==> src/rtl/fetcher_pkg.sv <==
// rtl/fetcher_pkg.sv - shared constants, cache geometry helpers and fetch FSM states
package fetcher_pkg;
  localparam int DATA_WIDTH = 32;
  localparam logic TRUE = 1'b1;
  localparam logic FALSE = 1'b0;
  localparam logic [DATA_WIDTH-1:0] ZERO_DATA = '0;
  localparam int ICACHE_LINES_DEFAULT = 64;

  // Word-addressed, direct-mapped: pc[1:0] never reaches the index or tag.
  function automatic int icache_index_w(input int lines);
    return $clog2(lines);
  endfunction

  function automatic int icache_tag_w(input int lines);
    return DATA_WIDTH - $clog2(lines) - 2;
  endfunction

  typedef enum logic [1:0] {IDLE, WAIT_MEM, HOLD} state_t;
endpackage

==> src/rtl/fetcher_icache.sv <==
// rtl/fetcher_icache.sv - direct-mapped instruction cache, combinational lookup, one write port
module fetcher_icache
  import fetcher_pkg::*;
#(
  parameter int LINES = ICACHE_LINES_DEFAULT
) (
  input  logic                  clk,
  input  logic                  rst,
  input  logic [DATA_WIDTH-1:0] rd_addr,
  output logic                  hit,
  output logic [DATA_WIDTH-1:0] rd_data,
  input  logic                  wr_en,
  input  logic [DATA_WIDTH-1:0] wr_addr,
  input  logic [DATA_WIDTH-1:0] wr_data
);
  localparam int IW = icache_index_w(LINES);
  localparam int TW = icache_tag_w(LINES);

  logic [LINES-1:0]      valid;
  logic [TW-1:0]         tags [LINES];
  logic [DATA_WIDTH-1:0] data [LINES];

  logic [IW-1:0] rd_idx;
  logic [IW-1:0] wr_idx;
  logic [TW-1:0] rd_tag;
  logic [TW-1:0] wr_tag;

  assign rd_idx = rd_addr[IW+1:2];
  assign rd_tag = rd_addr[DATA_WIDTH-1:IW+2];
  assign wr_idx = wr_addr[IW+1:2];
  assign wr_tag = wr_addr[DATA_WIDTH-1:IW+2];

  always_comb begin
    hit     = valid[rd_idx] && (tags[rd_idx] == rd_tag);
    rd_data = data[rd_idx];
  end

  always_ff @(posedge clk or posedge rst) begin
    if (rst) begin
      valid <= '0;
    end else if (wr_en) begin
      valid[wr_idx] <= TRUE;
    end
  end

  // Only the valid bits need clearing; tag/data contents are don't-care until valid.
  always_ff @(posedge clk) begin
    if (wr_en) begin
      tags[wr_idx] <= wr_tag;
      data[wr_idx] <= wr_data;
    end
  end
endmodule

==> src/rtl/fetcher.sv <==
// rtl/fetcher.sv - instruction fetcher with optional icache (enabled by macro FETCHER_ICACHE_EN)
module fetcher
  import fetcher_pkg::*;
#(
  parameter int ICACHE_LINES = ICACHE_LINES_DEFAULT
) (
  input  logic                  clk,
  input  logic                  rst,
  input  logic                  rdy,
  output logic                  out_mem_ce,
  output logic [DATA_WIDTH-1:0] out_mem_addr,
  input  logic                  in_mem_ce,
  input  logic [DATA_WIDTH-1:0] in_mem_data,
  input  logic                  in_queue_full,
  output logic                  out_inst_valid,
  output logic [DATA_WIDTH-1:0] out_inst,
  output logic [DATA_WIDTH-1:0] out_pc,
  input  logic                  in_rob_misbranch,
  input  logic [DATA_WIDTH-1:0] in_rob_newpc
);
  state_t                state;
  logic [DATA_WIDTH-1:0] pc;
  logic [DATA_WIDTH-1:0] held_inst;
  logic                  hit;
  logic [DATA_WIDTH-1:0] hit_data;
  logic                  fill_en;

  // A response landing together with a misbranch still fills the cache; only delivery is dropped.
  assign fill_en = rdy && (state == WAIT_MEM) && in_mem_ce;

`ifdef FETCHER_ICACHE_EN
  fetcher_icache #(
    .LINES(ICACHE_LINES)
  ) u_icache (
    .clk    (clk),
    .rst    (rst),
    .rd_addr(pc),
    .hit    (hit),
    .rd_data(hit_data),
    .wr_en  (fill_en),
    .wr_addr(pc),
    .wr_data(in_mem_data)
  );
`else
  assign hit      = FALSE;
  assign hit_data = ZERO_DATA;
`endif

  always_ff @(posedge clk or posedge rst) begin
    if (rst) begin
      state          <= IDLE;
      pc             <= ZERO_DATA;
      held_inst      <= ZERO_DATA;
      out_mem_ce     <= FALSE;
      out_mem_addr   <= ZERO_DATA;
      out_inst_valid <= FALSE;
      out_inst       <= ZERO_DATA;
      out_pc         <= ZERO_DATA;
    end else if (rdy) begin
      out_mem_ce     <= FALSE;
      out_inst_valid <= FALSE;
      if (in_rob_misbranch) begin
        pc    <= in_rob_newpc;
        state <= IDLE;
      end else begin
        case (state)
          IDLE: begin
            if (!in_queue_full) begin
              if (hit) begin
                out_inst_valid <= TRUE;
                out_inst       <= hit_data;
                out_pc         <= pc;
                pc             <= pc + 32'd4;
              end else begin
                out_mem_ce   <= TRUE;
                out_mem_addr <= pc;
                state        <= WAIT_MEM;
              end
            end
          end
          WAIT_MEM: begin
            if (in_mem_ce) begin
              if (!in_queue_full) begin
                out_inst_valid <= TRUE;
                out_inst       <= in_mem_data;
                out_pc         <= pc;
                pc             <= pc + 32'd4;
                state          <= IDLE;
              end else begin
                held_inst <= in_mem_data;
                state     <= HOLD;
              end
            end
          end
          HOLD: begin
            if (!in_queue_full) begin
              out_inst_valid <= TRUE;
              out_inst       <= held_inst;
              out_pc         <= pc;
              pc             <= pc + 32'd4;
              state          <= IDLE;
            end
          end
          default: state <= IDLE;
        endcase
      end
    end
  end
endmodule

==> config.mk <==
export PLATFORM = sky130hd
export DESIGN_NAME = fetcher
export DESIGN_NICKNAME = d
export VERILOG_FILES = /design/src/rtl/fetcher_pkg.sv /design/src/rtl/fetcher_icache.sv /design/src/rtl/fetcher.sv
export SDC_FILE = /design/constraint.sdc
export NUM_CORES = 1
export LEC_CHECK = 0
export BUFFER_PORTS_ARGS = -buffer_cell sky130_fd_sc_hd__buf_2
export CAP_MARGIN = 10
export CELL_PAD_IN_SITES_DETAIL_PLACEMENT = 0
export CELL_PAD_IN_SITES_GLOBAL_PLACEMENT = 1
export CORE_ASPECT_RATIO = 1.4
export CORE_MARGIN = 4
export CORE_UTILIZATION = 40
export CTS_BUF_LIST = sky130_fd_sc_hd__clkbuf_8 sky130_fd_sc_hd__clkbuf_16
export CTS_CLUSTER_DIAMETER = 60
export DETAILED_ROUTE_END_ITERATION = 8
export PLACE_DENSITY_LB_ADDON = 0.1
export SYNTH_ARGS = -nofsm -noshare
export SYNTH_HDL_FRONTEND = slang
export SYNTH_SLANG_ARGS = --single-unit
==> constraint.sdc <==
create_clock -name clk -period 13.4 [get_ports clk]
set_clock_uncertainty 0.2 [all_clocks]
set_input_delay 2.68 -clock clk [delete_from_list [all_inputs] [get_ports clk]]
set_output_delay 2.68 -clock clk [all_outputs]
set_load 0.005 [all_outputs]
Yosys cells after proc, flatten, opt, wreduce, memory -nomap -nowiden
Index checks and enable logic that the tools add are counted.
- word-level logic and storage cells: 51
- register bits: 164
- input bits: 70
- output and inout bits: 98
- reductions and logical operators: 9
- add/sub/neg operators: 1
- mux-type cells: 23
- bitwise operators: 2
- equality and inequality tests: 8
- operators with widths (cell ; count):
    $mux W32 ; 8
    $pmux W32 S2 ; 3
    $add A32 B3 Y32 const B ; 1
    $reduce_and A4 Y1 ; 3
    $mux W2 ; 5
    $ne A3 B3 Y1 const B ; 3
    $ne A2 B2 Y1 const B ; 3
    $pmux W2 S3 ; 1
    $reduce_and A6 Y1 ; 1
    $mux W1 ; 5
    $reduce_and A5 Y1 ; 1
    $reduce_and A3 Y1 ; 1
    $reduce_bool A3 Y1 ; 1
    $eq A2 B1 Y1 const B ; 1
    $eq A2 B2 Y1 const B ; 1
    $logic_not A2 Y1 ; 1
    $not A1 Y1 ; 2
    $pmux W1 S2 ; 1
    $reduce_bool A2 Y1 ; 1

Logic depth before layout (Yosys ltp)
Gate-level depths: netlist (run 1).
- word-level depth: 5
- depth in mapped cells: 9
- mapped depth without buffers: 6

Least setup slack after synthesis (run 1)
OpenSTA, ideal clock, no wires.
- path kind: input to register
- start point: input port in_rob_misbranch
- end point: register held_inst[26]
- path buffers: 2
- data required time: 13.072 ns
- stages: 5
- library setup time: 0.128 ns
- path slack: 9.220 ns
- arrival: 3.852 ns
- cell sequence: nand2b_1 or3_1 clkbuf_1 buf_2 mux2_1
- word-level cells in the longest chain between the ends: 2
- ends and longest elaborated chain (what ; line ; source):
    from (decl) ; fetcher.sv:18 ; input logic in_rob_misbranch,
    $not A1 Y1 (no line) ; - ;
    $reduce_and A5 Y1 (no line) ; - ;
    to (signal assigned) ; fetcher.sv:90 ; held_inst <= in_mem_data;
    to (decl) ; fetcher.sv:23 ; logic [DATA_WIDTH-1:0] held_inst;
No other way between the ends.
A chain may end at the register's enable or synchronous reset.

Worst setup path after layout (run 1)
- start point: input port in_rob_misbranch
- end point: register pc[23]
- word-level cells in the longest chain between the ends: 2
- elaborated cells on any way between the ends: 4
- those cells by class: eq/ne (1); mux (1); reduce/logical (2)
- ends and longest elaborated chain (what ; line ; source):
    $ne A3 B3 Y1 (no line) or $reduce_bool A3 Y1 (tied branches) ; - ;
    $reduce_and A3 Y1 (no line) ; - ;
    to (signal assigned) ; fetcher.sv:63 ; pc <= in_rob_newpc;
    to (signal assigned) ; fetcher.sv:73 ; pc <= pc + 32'd4;
    to (signal assigned) ; fetcher.sv:87 ; pc <= pc + 32'd4;
    to (decl) ; fetcher.sv:22 ; logic [DATA_WIDTH-1:0] pc;
Parallel ways exist; a longest one is shown, timed or not.

==> out/metrics.csv, run 1 <==
metric;value;unit
critical path, cell by cell;buf_2, inv_1, nand3_1, o22ai_1, a221oi_1;
DR DRC count;0;
crit path DAT;4870;ps
GR Util All Layers;0.1873;
Max Cap Violations;0;
Clk Latency, worst-skew pair;420;ps
Post-Route WL;19.11;mm
die width;123.7;µm
initial antenna violation count;1;
Synth area leaders;dfrtp_1, mux2_2, mux2i_1;
first-pass GRT wire length;30.85;mm
Power Density;193.3;nW/µm²
area of the die;21040;µm²
slowest stage delay, CP;770;ps
vias per cell;5.339;
Root Buffer;clkbuf_16;
Vias;5574;
routability-driven placement congestion ratio;0.7946;
clock sinks;164;
Antenna Nets Post-Route;0;
Finished Layout Cells;1044;
Synth Instances;638;
peak supply drop;71.83;µV
P_leak;4.160;nW
Die H;170.0;µm
Pwr Total;1.757;mW
fraction of registers with async set/reset;1.000;
Seq cells post-synth;164;
DRT iter0 DRCs;323;
initial cell density of the core;0.4049;
Place WS;8232;ps
Post-DP HPWL;13.20;mm
I/O pin total;168;
nets@finish;861;
Max Freq;210.5;MHz
post-CTS sizing;0;
placed insts;1012;
CTS Buf Count;17;
critical path's slowest cell;buf_2;
Clk pin slew, worst setup/hold paths;70;ps
CTS tree;yes;
H-tree Lvls;4;
PortBufs;167;
CP required;13520;ps
Seq/Total Area, Yosys;0.5470;
synthesis warning total;0;
crit path capture type;flip-flop;
headroom to the max-slew limit;0.3058;
EDFF count, synth;0;
Mapped Nets;712;
Pins Over Slew Limit;0;
Primary FF master, synth;dfrtp_1;
DR WL/cell;18.30;µm
Mapped Area;7502;µm²
Synth cell types;61;
area grow syn2layout;21.16;%
share of layout cells above drive strength 1;0.3980;
Final setup violation count;0;
Worst setup SP type;input pin;
Tmin final;4750;ps
critical path class;input pin to flip-flop;
outcome;finished clean;
largest area contributor in the netlist;dfrtp_1;
Hold WC Path Type;flip-flop to flip-flop;
drt first pass iters;4;
area of the core;18530;µm²
largest net degree at the start of global routing;99;
Setup WS post-layout;8650;ps
Rows;59;
synthesized area per cell;11.76;µm²
GRT Residual Overflow;0;
endpoints failing hold;0;
worst-margin pin slew;1041;ps
FF+latch area;4104;µm²
Filler Cells Inserted;1750;
peak fanout along the critical path;58;
worst hold slack;276.9;ps
buffer count from post-CTS setup fixing;0;
setup_tns;0;ps
Synth top area share;0.5470;
unrepaired setup endpoints after global routing;false;
CTS Buffer Depth;2;
# hold bufs at CTS;0;
number of global-route vias before repair;5853;
multi-input logic area;3166;µm²
period utilization;0.3544;
[metal layers]
| metal | vias to the layer above | part of all wire | global-route usage | wire [µm] |
|---|---|---|---|---|
| li1 | 2636 | - | - | - |
| met5 | - | 0.00068 | 0 | 13 |
| met4 | 2 | 0.013 | 0.05157 | 243 |
| met1 | 2787 | 0.39 | 0.2209 | 7525 |
| met3 | 18 | 0.056 | 0.04920 | 1065 |
| met2 | 131 | 0.54 | 0.3332 | 10260 |
[layout by cell type (no fill, tap or decap), types with 3 or more instances in the layout]
master / n
o22ai_1: 5
clkinvlp_4: 5
or3_1: 3
nand2_1: 48
mux2i_1: 35
buf_2: 167
dfrtp_1: 164
nor3_1: 5
a21oi_1: 19
inv_1: 15
nor4_1: 6
nor2_1: 21
and3_1: 8
nand2b_1: 4
nand4_1: 16
a311oi_1: 7
buf_4: 7
and4_1: 5
o211ai_1: 3
nand3_1: 18
inv_6: 5
ha_1: 3
mux2_2: 96
clkbuf_16: 17
o2bb2ai_1: 4
o21ai_0: 54
and2_1: 4
o31ai_1: 3
[synthesized netlist by cell type (4+ instances only)]
library cell and n:
and2_1 4, o2bb2ai_1 4, ha_1 4, and3_1 8
nand3_1 18, dfrtp_1 164, buf_1 4, nor4_1 6
mux2_2 96, buf_2 18, o21ai_0 54, inv_1 15
nand2_1 48, a21oi_1 19, o22ai_1 5, mux2i_1 35
a311oi_1 7, nand2b_1 4, clkbuf_1 19, nor2_1 21
and4_1 5, nor3_1 5, nand4_1 16
[state kept, by name (all words and copies together) (netlist names)]
signal / count
held_inst: 32
out_inst: 32
out_mem_addr: 32
out_pc: 32
pc: 32
state: 2
out_inst_valid: 1
out_mem_ce: 1
[where the power goes]
| group | internal [mW] | switching [mW] | total, mW |
|---|---|---|---|
| logic | 0.253 | 0.199 | 0.452 |
| registers | 0.695 | 0.138 | 0.833 |
| clock network | 0.262 | 0.210 | 0.472 |
[stage by stage]
| step | area, µm² | utilization |
|---|---|---|
| 5_1_grt | 9087 | 0.4904 |
| 3_5_place_dp | 8524 | 0.4601 |
| 2_1_floorplan | 7502 | - |
| 6_report | 9090 | 0.4906 |
| 4_1_cts | 9087 | 0.4904 |
| 3_3_place_gp | 8524 | 0.4601 |
[worst paths after layout]
kind	slack, ps	cells after the start	end	start
setup / recovery	8650	5	pc[23]$_DFFE_PP0P_	in_rob_misbranch
hold / removal	280	2	out_inst[1]$_DFFE_PP0P_	out_inst[1]$_DFFE_PP0P_
setup reg to reg	10760	7	out_inst[14]$_DFFE_PP0P_	state[0]$_DFFE_PP0P_
hold reg to reg	280	2	out_inst[1]$_DFFE_PP0P_	out_inst[1]$_DFFE_PP0P_
max in group asynchronous	9320	3	pc[2]$_DFFE_PP0P_	rst
min in group asynchronous	2240	2	out_inst[1]$_DFFE_PP0P_	rst
[logic make-up (layout without fill, tap and decap cells)]
group	after synthesis	in the layout	share of synthesized area
other cells	0	1	0
compound gates	123	123	0.1029
mux	134	134	0.1956
buf+inv	59	220	0.03336
flops	164	164	0.5470
fa+ha+maj	4	4	0.006671
simple gates	154	154	0.1144
[worst max-delay path, delay by kind of cell]
kind	cells	cell delay (ps)
compound gates	2	420
simple gates	1	320
buf+inv	2	1430
[final cells by class]
type	count	share of cell area
Antenna cell	1	0.0002753
Clock buffer	18	0.04831
Clock inverter	13	0.01363
Inverter	15	0.006745
Multi-Input combinational cell	415	0.3482
Sequential cell	164	0.4515
Tap cell	244	0.03359
Timing Repair Buffer	174	0.09773
Note: power is estimated with default switching activity, not from simulation.
==> inputs of run 2 (changes only) <==
--- a/config.mk
+++ b/config.mk
@@ -5,13 +5,14 @@
 export SDC_FILE = /design/constraint.sdc
 export NUM_CORES = 1
 export LEC_CHECK = 0
+export ABC_AREA = 1
 export BUFFER_PORTS_ARGS = -buffer_cell sky130_fd_sc_hd__buf_2
 export CAP_MARGIN = 10
 export CELL_PAD_IN_SITES_DETAIL_PLACEMENT = 0
 export CELL_PAD_IN_SITES_GLOBAL_PLACEMENT = 1
 export CORE_ASPECT_RATIO = 1.4
 export CORE_MARGIN = 4
-export CORE_UTILIZATION = 40
+export CORE_UTILIZATION = 36
 export CTS_BUF_LIST = sky130_fd_sc_hd__clkbuf_8 sky130_fd_sc_hd__clkbuf_16
 export CTS_CLUSTER_DIAMETER = 60
 export DETAILED_ROUTE_END_ITERATION = 8
==> constraint.sdc (replaced) <==
create_clock -name clk -period 3.9 [get_ports clk]
set_clock_uncertainty 0.2 [all_clocks]
set_input_delay 0.78 -clock clk [delete_from_list [all_inputs] [get_ports clk]]
set_output_delay 0.78 -clock clk [all_outputs]
set_load 0.005 [all_outputs]
==> out/metrics.csv, run 2 <==
metric;value;unit;change
synthesized area per cell;7.913;µm²;-33%
initial cell density of the core;0.3666;;-0.03828
Die H;182.2;µm;+7.1%
H-tree Lvls;4;;unchanged
GRT Residual Overflow;0;;unchanged
Post-synth top cells;nand2_1, dfrtp_1, nor2_1, inv_1, o21ai_0;;
commonest non-fill, non-tap cell in the layout;nand2_1;;
critical path's slowest cell;inv_1;;
Synth top area share;0.5260;;-0.02105
P_leak;4.700;nW;+13%
critical path class;flip-flop to flip-flop;;
synthesis warning total;0;;unchanged
slowest stage delay, CP;810;ps;+40 ps
share of layout cells above drive strength 1;0.2138;;-0.1842
Antenna Nets Post-Route;0;;unchanged
Worst path most repeated cell;nand2_1;;
Synth cell types;25;;-59%
DR DRC count;0;;unchanged
CP required;4020;ps;-9500 ps
Hold WC Path Type;flip-flop to flip-flop;;
CTS tree;yes;;
PortBufs;167;;unchanged
crit path capture type;flip-flop;;
crit path DAT;2710;ps;-2160 ps
largest area contributor in the netlist;dfrtp_1;;
Setup WS post-layout;1307;ps;-7343 ps
post-CTS sizing;0;;unchanged
Power Density;727.9;nW/µm²;+280%
Post-DP HPWL;15.04;mm;+14%
area grow syn2layout;21.15;%;about the same
Place WS;933.4;ps;-7299 ps
Max Freq;385.7;MHz;
Worst setup SP type;flip-flop;;
nets@finish;1207;;+40%
area of the core;21280;µm²;+15%
Mapped Area;7802;µm²;+4.0%
headroom to the max-slew limit;0.2498;;-0.05600
Mapped Nets;1060;;+49%
drt first pass iters;6;;+2
critical path, cell by cell;inv_1, ha_1, inv_1, nor2_1, nor2_1, nand2_1, nand2_1, inv_1, nor2_1, nand2_1, nand2_1;;
Clk Latency, worst-skew pair;420;ps;about the same
peak supply drop;357.8;µV;+400%
worst-margin pin slew;1124;ps;+82.76 ps
Post-Route WL;20.96;mm;+9.7%
fraction of registers with async set/reset;1.000;;unchanged
EDFF count, synth;0;;unchanged
GR Util All Layers;0.1759;;-0.01142
Synth Instances;986;;+55%
# hold bufs at CTS;0;;unchanged
Primary FF master, synth;dfrtp_1;;
peak fanout along the critical path;32;;-45%
period utilization;0.6648;;
Max Cap Violations;0;;unchanged
Tmin final;2593;ps;
DRT iter0 DRCs;354;;+9.6%
number of global-route vias before repair;6178;;+5.6%
Synth area leaders;dfrtp_1, nand2_1, o21ai_0;;
clock sinks;164;;unchanged
first-pass GRT wire length;33.75;mm;+9.4%
buffer count from post-CTS setup fixing;0;;unchanged
count leader, synth;nand2_1;;
vias per cell;4.635;;-13%
diode count;0;;-1
Clk pin slew, worst setup/hold paths;60;ps;about the same
area of the die;24130;µm²;+15%
I/O pin total;168;;unchanged
initial antenna violation count;0;;-1
Rows;63;;+6.8%
CTS Buffer Depth;2;;unchanged
Seq/Total Area, Yosys;0.5260;;-0.02105
outcome;finished clean;;
unrepaired setup endpoints after global routing;false;;
Root Buffer;clkbuf_16;;
DR WL/cell;14.91;µm;-19%
largest net degree at the start of global routing;67;;-32%
Seq cells post-synth;164;;unchanged
most frequent cells in the layout;nand2_1, buf_2, dfrtp_1, nor2_1, inv_1;;
setup_tns;0;ps;unchanged
endpoints failing hold;0;;unchanged
CTS Buf Count;17;;unchanged
Vias;6517;;+17%
routability-driven placement congestion ratio;0.8279;;+4.2%
die width;132.4;µm;+7.0%
Pins Over Slew Limit;0;;unchanged
Final setup violation count;0;;unchanged
[run 2: changes by cell type in the layout (fill, tap and decap cells not counted), moves of 7 or more]
cell,previous run,this run
o21ai_0,54,120
mux2_2,96,0
nand2_1,48,251
a21oi_2,0,25
and3_1,8,0
a21oi_1,19,65
nand3_1,18,30
inv_1,15,122
a311oi_1,7,0
nand4_1,16,0
mux2i_1,35,0
nor2_1,21,134
[run 2: final timing paths]
check	startpoint	endpoint	slack, ps	depth (start not counted)
min reg2reg	out_mem_addr[17]$_DFFE_PP0P_	out_mem_addr[17]$_DFFE_PP0P_	280	2
max	state[1]$_DFFE_PP0P_	pc[23]$_DFFE_PP0P_	1310	11
max reg2reg	state[1]$_DFFE_PP0P_	pc[23]$_DFFE_PP0P_	1310	11
min in group asynchronous	rst	out_pc[3]$_DFFE_PP0P_	290	3
max in group asynchronous	rst	out_pc[24]$_DFFE_PP0P_	2900	3
min	out_mem_addr[17]$_DFFE_PP0P_	out_mem_addr[17]$_DFFE_PP0P_	280	2
[run 2: cells by family after synthesis]
| group | after synthesis | synth area share |
|---|---|---|
| adders and majority gates | 4 | 0.006415 |
| buffers and inverters | 172 | 0.09654 |
| AOI/OAI and AO/OA | 219 | 0.1546 |
| and+or+nand+nor | 427 | 0.2165 |
| DFF | 164 | 0.5260 |
[run 2: final cells by class]
type	count	area [µm²]
sequential	164	4104
clock buffer	19	452.9
clock inverter	13	181.4
fill	2231	11830
timing repair buffer	176	965.9
multi-input combinational	650	2954
inverter	124	469.2
tap	260	325.3
[run 2: worst max-delay path, delay by kind of cell (launching register included)]
| kind | cells | cell delay (ps) |
|---|---|---|
| buf+inv | 3 | 960 |
| simple gates | 7 | 690 |
| flops | 1 | 410 |
| fa+ha+maj | 1 | 190 |
[run 2: routing by layer]
layer,vias up,part of all wire,GRT usage
met5,-,0,0
met4,0,0.015,0.05158
met2,112,0.50,0.2989
met3,16,0.036,0.03696
met1,2996,0.45,0.2267
li1,3393,-,-
[run 2: per-stage QoR]
stage	instance area [µm²]	utilization	power [mW]	hold WS [ps]	instances
global placement	8818	0.4143	5.109	261.1	1374
global route	9453	0.4442	7.435	301.0	1406
floorplan	7806	-	4.183	270.8	986
CTS	9453	0.4442	7.004	287.2	1406
detailed placement	8818	0.4143	5.154	271.0	1374
finish	9453	0.4442	6.881	276.8	1406
[run 2: where the power goes]
part,total (mW),switching [mW],leakage (nW),internal [mW]
sequential,2.97,0.482,1.95,2.49
clock,1.82,0.712,0.303,1.10
combinational,2.10,1.21,2.45,0.887
==> inputs of run 3 (changes only) <==
--- a/config.mk
+++ b/config.mk
@@ -5,14 +5,14 @@
 export SDC_FILE = /design/constraint.sdc
 export NUM_CORES = 1
 export LEC_CHECK = 0
-export ABC_AREA = 1
+export ABC_AREA = 0
 export BUFFER_PORTS_ARGS = -buffer_cell sky130_fd_sc_hd__buf_2
 export CAP_MARGIN = 10
 export CELL_PAD_IN_SITES_DETAIL_PLACEMENT = 0
 export CELL_PAD_IN_SITES_GLOBAL_PLACEMENT = 1
 export CORE_ASPECT_RATIO = 1.4
 export CORE_MARGIN = 4
-export CORE_UTILIZATION = 36
+export CORE_UTILIZATION = 40
 export CTS_BUF_LIST = sky130_fd_sc_hd__clkbuf_8 sky130_fd_sc_hd__clkbuf_16
 export CTS_CLUSTER_DIAMETER = 60
 export DETAILED_ROUTE_END_ITERATION = 8
==> constraint.sdc (replaced) <==
create_clock -name clk -period 2.4 [get_ports clk]
set_clock_uncertainty 0.2 [all_clocks]
set_input_delay 0.48 -clock clk [delete_from_list [all_inputs] [get_ports clk]]
set_output_delay 0.48 -clock clk [all_outputs]
set_load 0.005 [all_outputs]
==> out/metrics.csv, run 3 (same netlist as run 1, synthesis figures left out) <==
metric;value;unit;change
outcome;finished clean;;
GRT Residual Overflow;0;;unchanged
Final setup violation count;0;;unchanged
Pins Over Slew Limit;0;;unchanged
Hold Path Depth;2;;unchanged
area grow syn2layout;25.22;%;
initial antenna violation count;1;;+1
clock share of power;0.273;;+0.009
critical path class;flip-flop to flip-flop;;
commonest non-fill, non-tap cell in the layout;buf_2;;
Setup WS post-layout;206.9;ps;-1100 ps
Hold WC Path Type;input pin to flip-flop;;
GR Util All Layers;0.1931;;+0.01717
worst-margin pin slew;563.9;ps;-560.2 ps
crit path capture type;flip-flop;;
Place WS;150.5;ps;-783.0 ps
diode count;0;;unchanged
Filler Cells Inserted;1712;;-23%
R2R cell count;4;;-7
Sw Pwr;3.110;mW;+29%
critical path, cell by cell;nand4_1, nor3_1, a311oi_1, or3b_2;;
Vias;5731;;-12%
PortBufs;167;;unchanged
top cell family by delay on the critical path;simple AND/OR/NAND/NOR gates;;
unrepaired setup endpoints after global routing;false;;
Net Sw Frac;0.3109;;-0.03825
endpoints failing hold;0;;unchanged
Clk Latency, worst-skew pair;430;ps;about the same
Worst Hold Launch;in_mem_data[26];;
headroom to the max-slew limit;0.6240;;+0.3743
internal power;6.893;mW;+54%
met3 global-route usage;0.05718;;+0.02023
GR Util met2;0.3384;;+0.03944
DRT iter0 DRCs;323;;-8.8%
Max Cap Violations;0;;unchanged
critical path's slowest cell;dfrtp_1;;
H-tree Lvls;4;;unchanged
Die H;170.0;µm;-6.7%
I/O pin total;168;;unchanged
Comb power frac;0.269;;-0.036
initial cell density of the core;0.4049;;+0.03828
Power Density;1065;nW/µm²;+46%
CTS Buffer Depth;2;;unchanged
buffer count from post-CTS setup fixing;0;;unchanged
Antenna Nets Post-Route;0;;unchanged
slowest stage delay, CP;520;ps;-290 ps
area of the core;18530;µm²;-13%
CTS Buf Count;17;;unchanged
area of the die;21040;µm²;-13%
Worst setup SP type;flip-flop;;
Post-DP HPWL;13.80;mm;-8.2%
register share of total power;0.458;;+0.027
routability-driven placement congestion ratio;0.7983;;-3.6%
peak supply drop;482.9;µV;+35%
Max Freq;456.0;MHz;+18%
Hold EP;held_inst[26]$_DFFE_PP0P_;;
CP required;2490;ps;-1530 ps
CTS tree;yes;;
drt first pass iters;5;;-1
share of layout cells above drive strength 1;0.4184;;+0.2046
CP Buf/Inv Count;0;;-3
R2R Setup Slk;210;ps;-1100 ps
P_leak;4.335;nW;-7.8%
multi-input logic area;3174;µm²;+7.5%
Rows;59;;-6.3%
Top Usage Layer GRT;met2;;
grt met1 use;0.2225;;-0.004206
first-pass GRT wire length;31.46;mm;-6.8%
Post-Route WL;19.67;mm;-6.2%
Clk pin slew, worst setup/hold paths;70;ps;about the same
FF+latch area;4104;µm²;unchanged
DR WL/cell;18.37;µm;+23%
nets@finish;888;;-26%
number of global-route vias before repair;5994;;-3.0%
clock sinks;164;;unchanged
FF-to-FF End;pc[21]$_DFFE_PP0P_;;
largest net degree at the start of global routing;97;;+45%
worst r2r src;pc[4]$_DFFE_PP0P_;;
crit path DAT;2290;ps;-420 ps
fin util;0.5070;;+0.06284
peak fanout along the critical path;11;;-66%
most frequent cells in the layout;buf_2, dfrtp_1, mux2_2, o21ai_0, nand2_1;;
Root Buffer;clkbuf_16;;
Tmin final;2193;ps;-399.6 ps
vias per cell;5.351;;+15%
period utilization;0.9138;;+0.2490
DR DRC count;0;;unchanged
die width;123.7;µm;-6.6%
-- run 3: how the worst max path moves through the flow --
| stage | endpoint | slack, ps | from | cells past startpoint |
|---|---|---|---|---|
| after floorplan | held_inst[0]$_DFFE_PP0P_ | -360 | rst | 1 |
| after global placement | pc[10]$_DFFE_PP0P_ | 260 | state[1]$_DFFE_PP0P_ | 7 |
| after detailed placement | pc[10]$_DFFE_PP0P_ | 150 | state[1]$_DFFE_PP0P_ | 7 |
| after CTS | pc[10]$_DFFE_PP0P_ | 150 | state[1]$_DFFE_PP0P_ | 7 |
| after global routing | pc[23]$_DFFE_PP0P_ | 50 | state[1]$_DFFE_PP0P_ | 6 |
| final | pc[21]$_DFFE_PP0P_ | 210 | pc[4]$_DFFE_PP0P_ | 4 |
-- run 3: metal layers --
layer	routed length, µm	vias to the layer above	part of all wire
met5	12	-	0.00061
met4	322	2	0.016
met3	1264	25	0.064
met2	10400	172	0.53
met1	7673	2847	0.39
li1	-	2685	-
-- run 3: repair_timing --
item                       in CTS  in global routing
hold endpoints to repair       20                  0
setup endpoints to repair       0                  5
hold buffers                    1                  0
gates resized for setup         0                  1
-- run 3: per-stage QoR --
step	instances	hold WS, ps	instance area, µm²	TNS (ps)	total power [mW]
after floorplan	638	264.0	7506	-59830	5.987
after global placement	1038	259.3	8781	0	7.242
after detailed placement	1038	267.4	8781	0	7.387
after CTS	1071	69.61	9385	0	10.17
after global routing	1071	69.00	9394	0	10.70
final	1071	82.48	9394	0	10.00
-- run 3: power groups by stage --
stage | sequential (mW) | clock [mW] | combinational, mW
finish | 4.58 | 2.73 | 2.69
global route | 4.75 | 2.93 | 3.02
CTS | 4.61 | 2.82 | 2.75
detailed placement | 4.64 | 0 | 2.74
global placement | 4.57 | 0 | 2.67
floorplan | 4.56 | 0 | 1.43
-- run 3: cell type report --
cell class / count / area share
clock inverter: 13 / 0.01505
tap: 244 / 0.03250
inverter: 15 / 0.006393
multi-input combinational: 415 / 0.3379
sequential: 164 / 0.4369
clock buffer: 19 / 0.04822
timing repair buffer: 201 / 0.1231
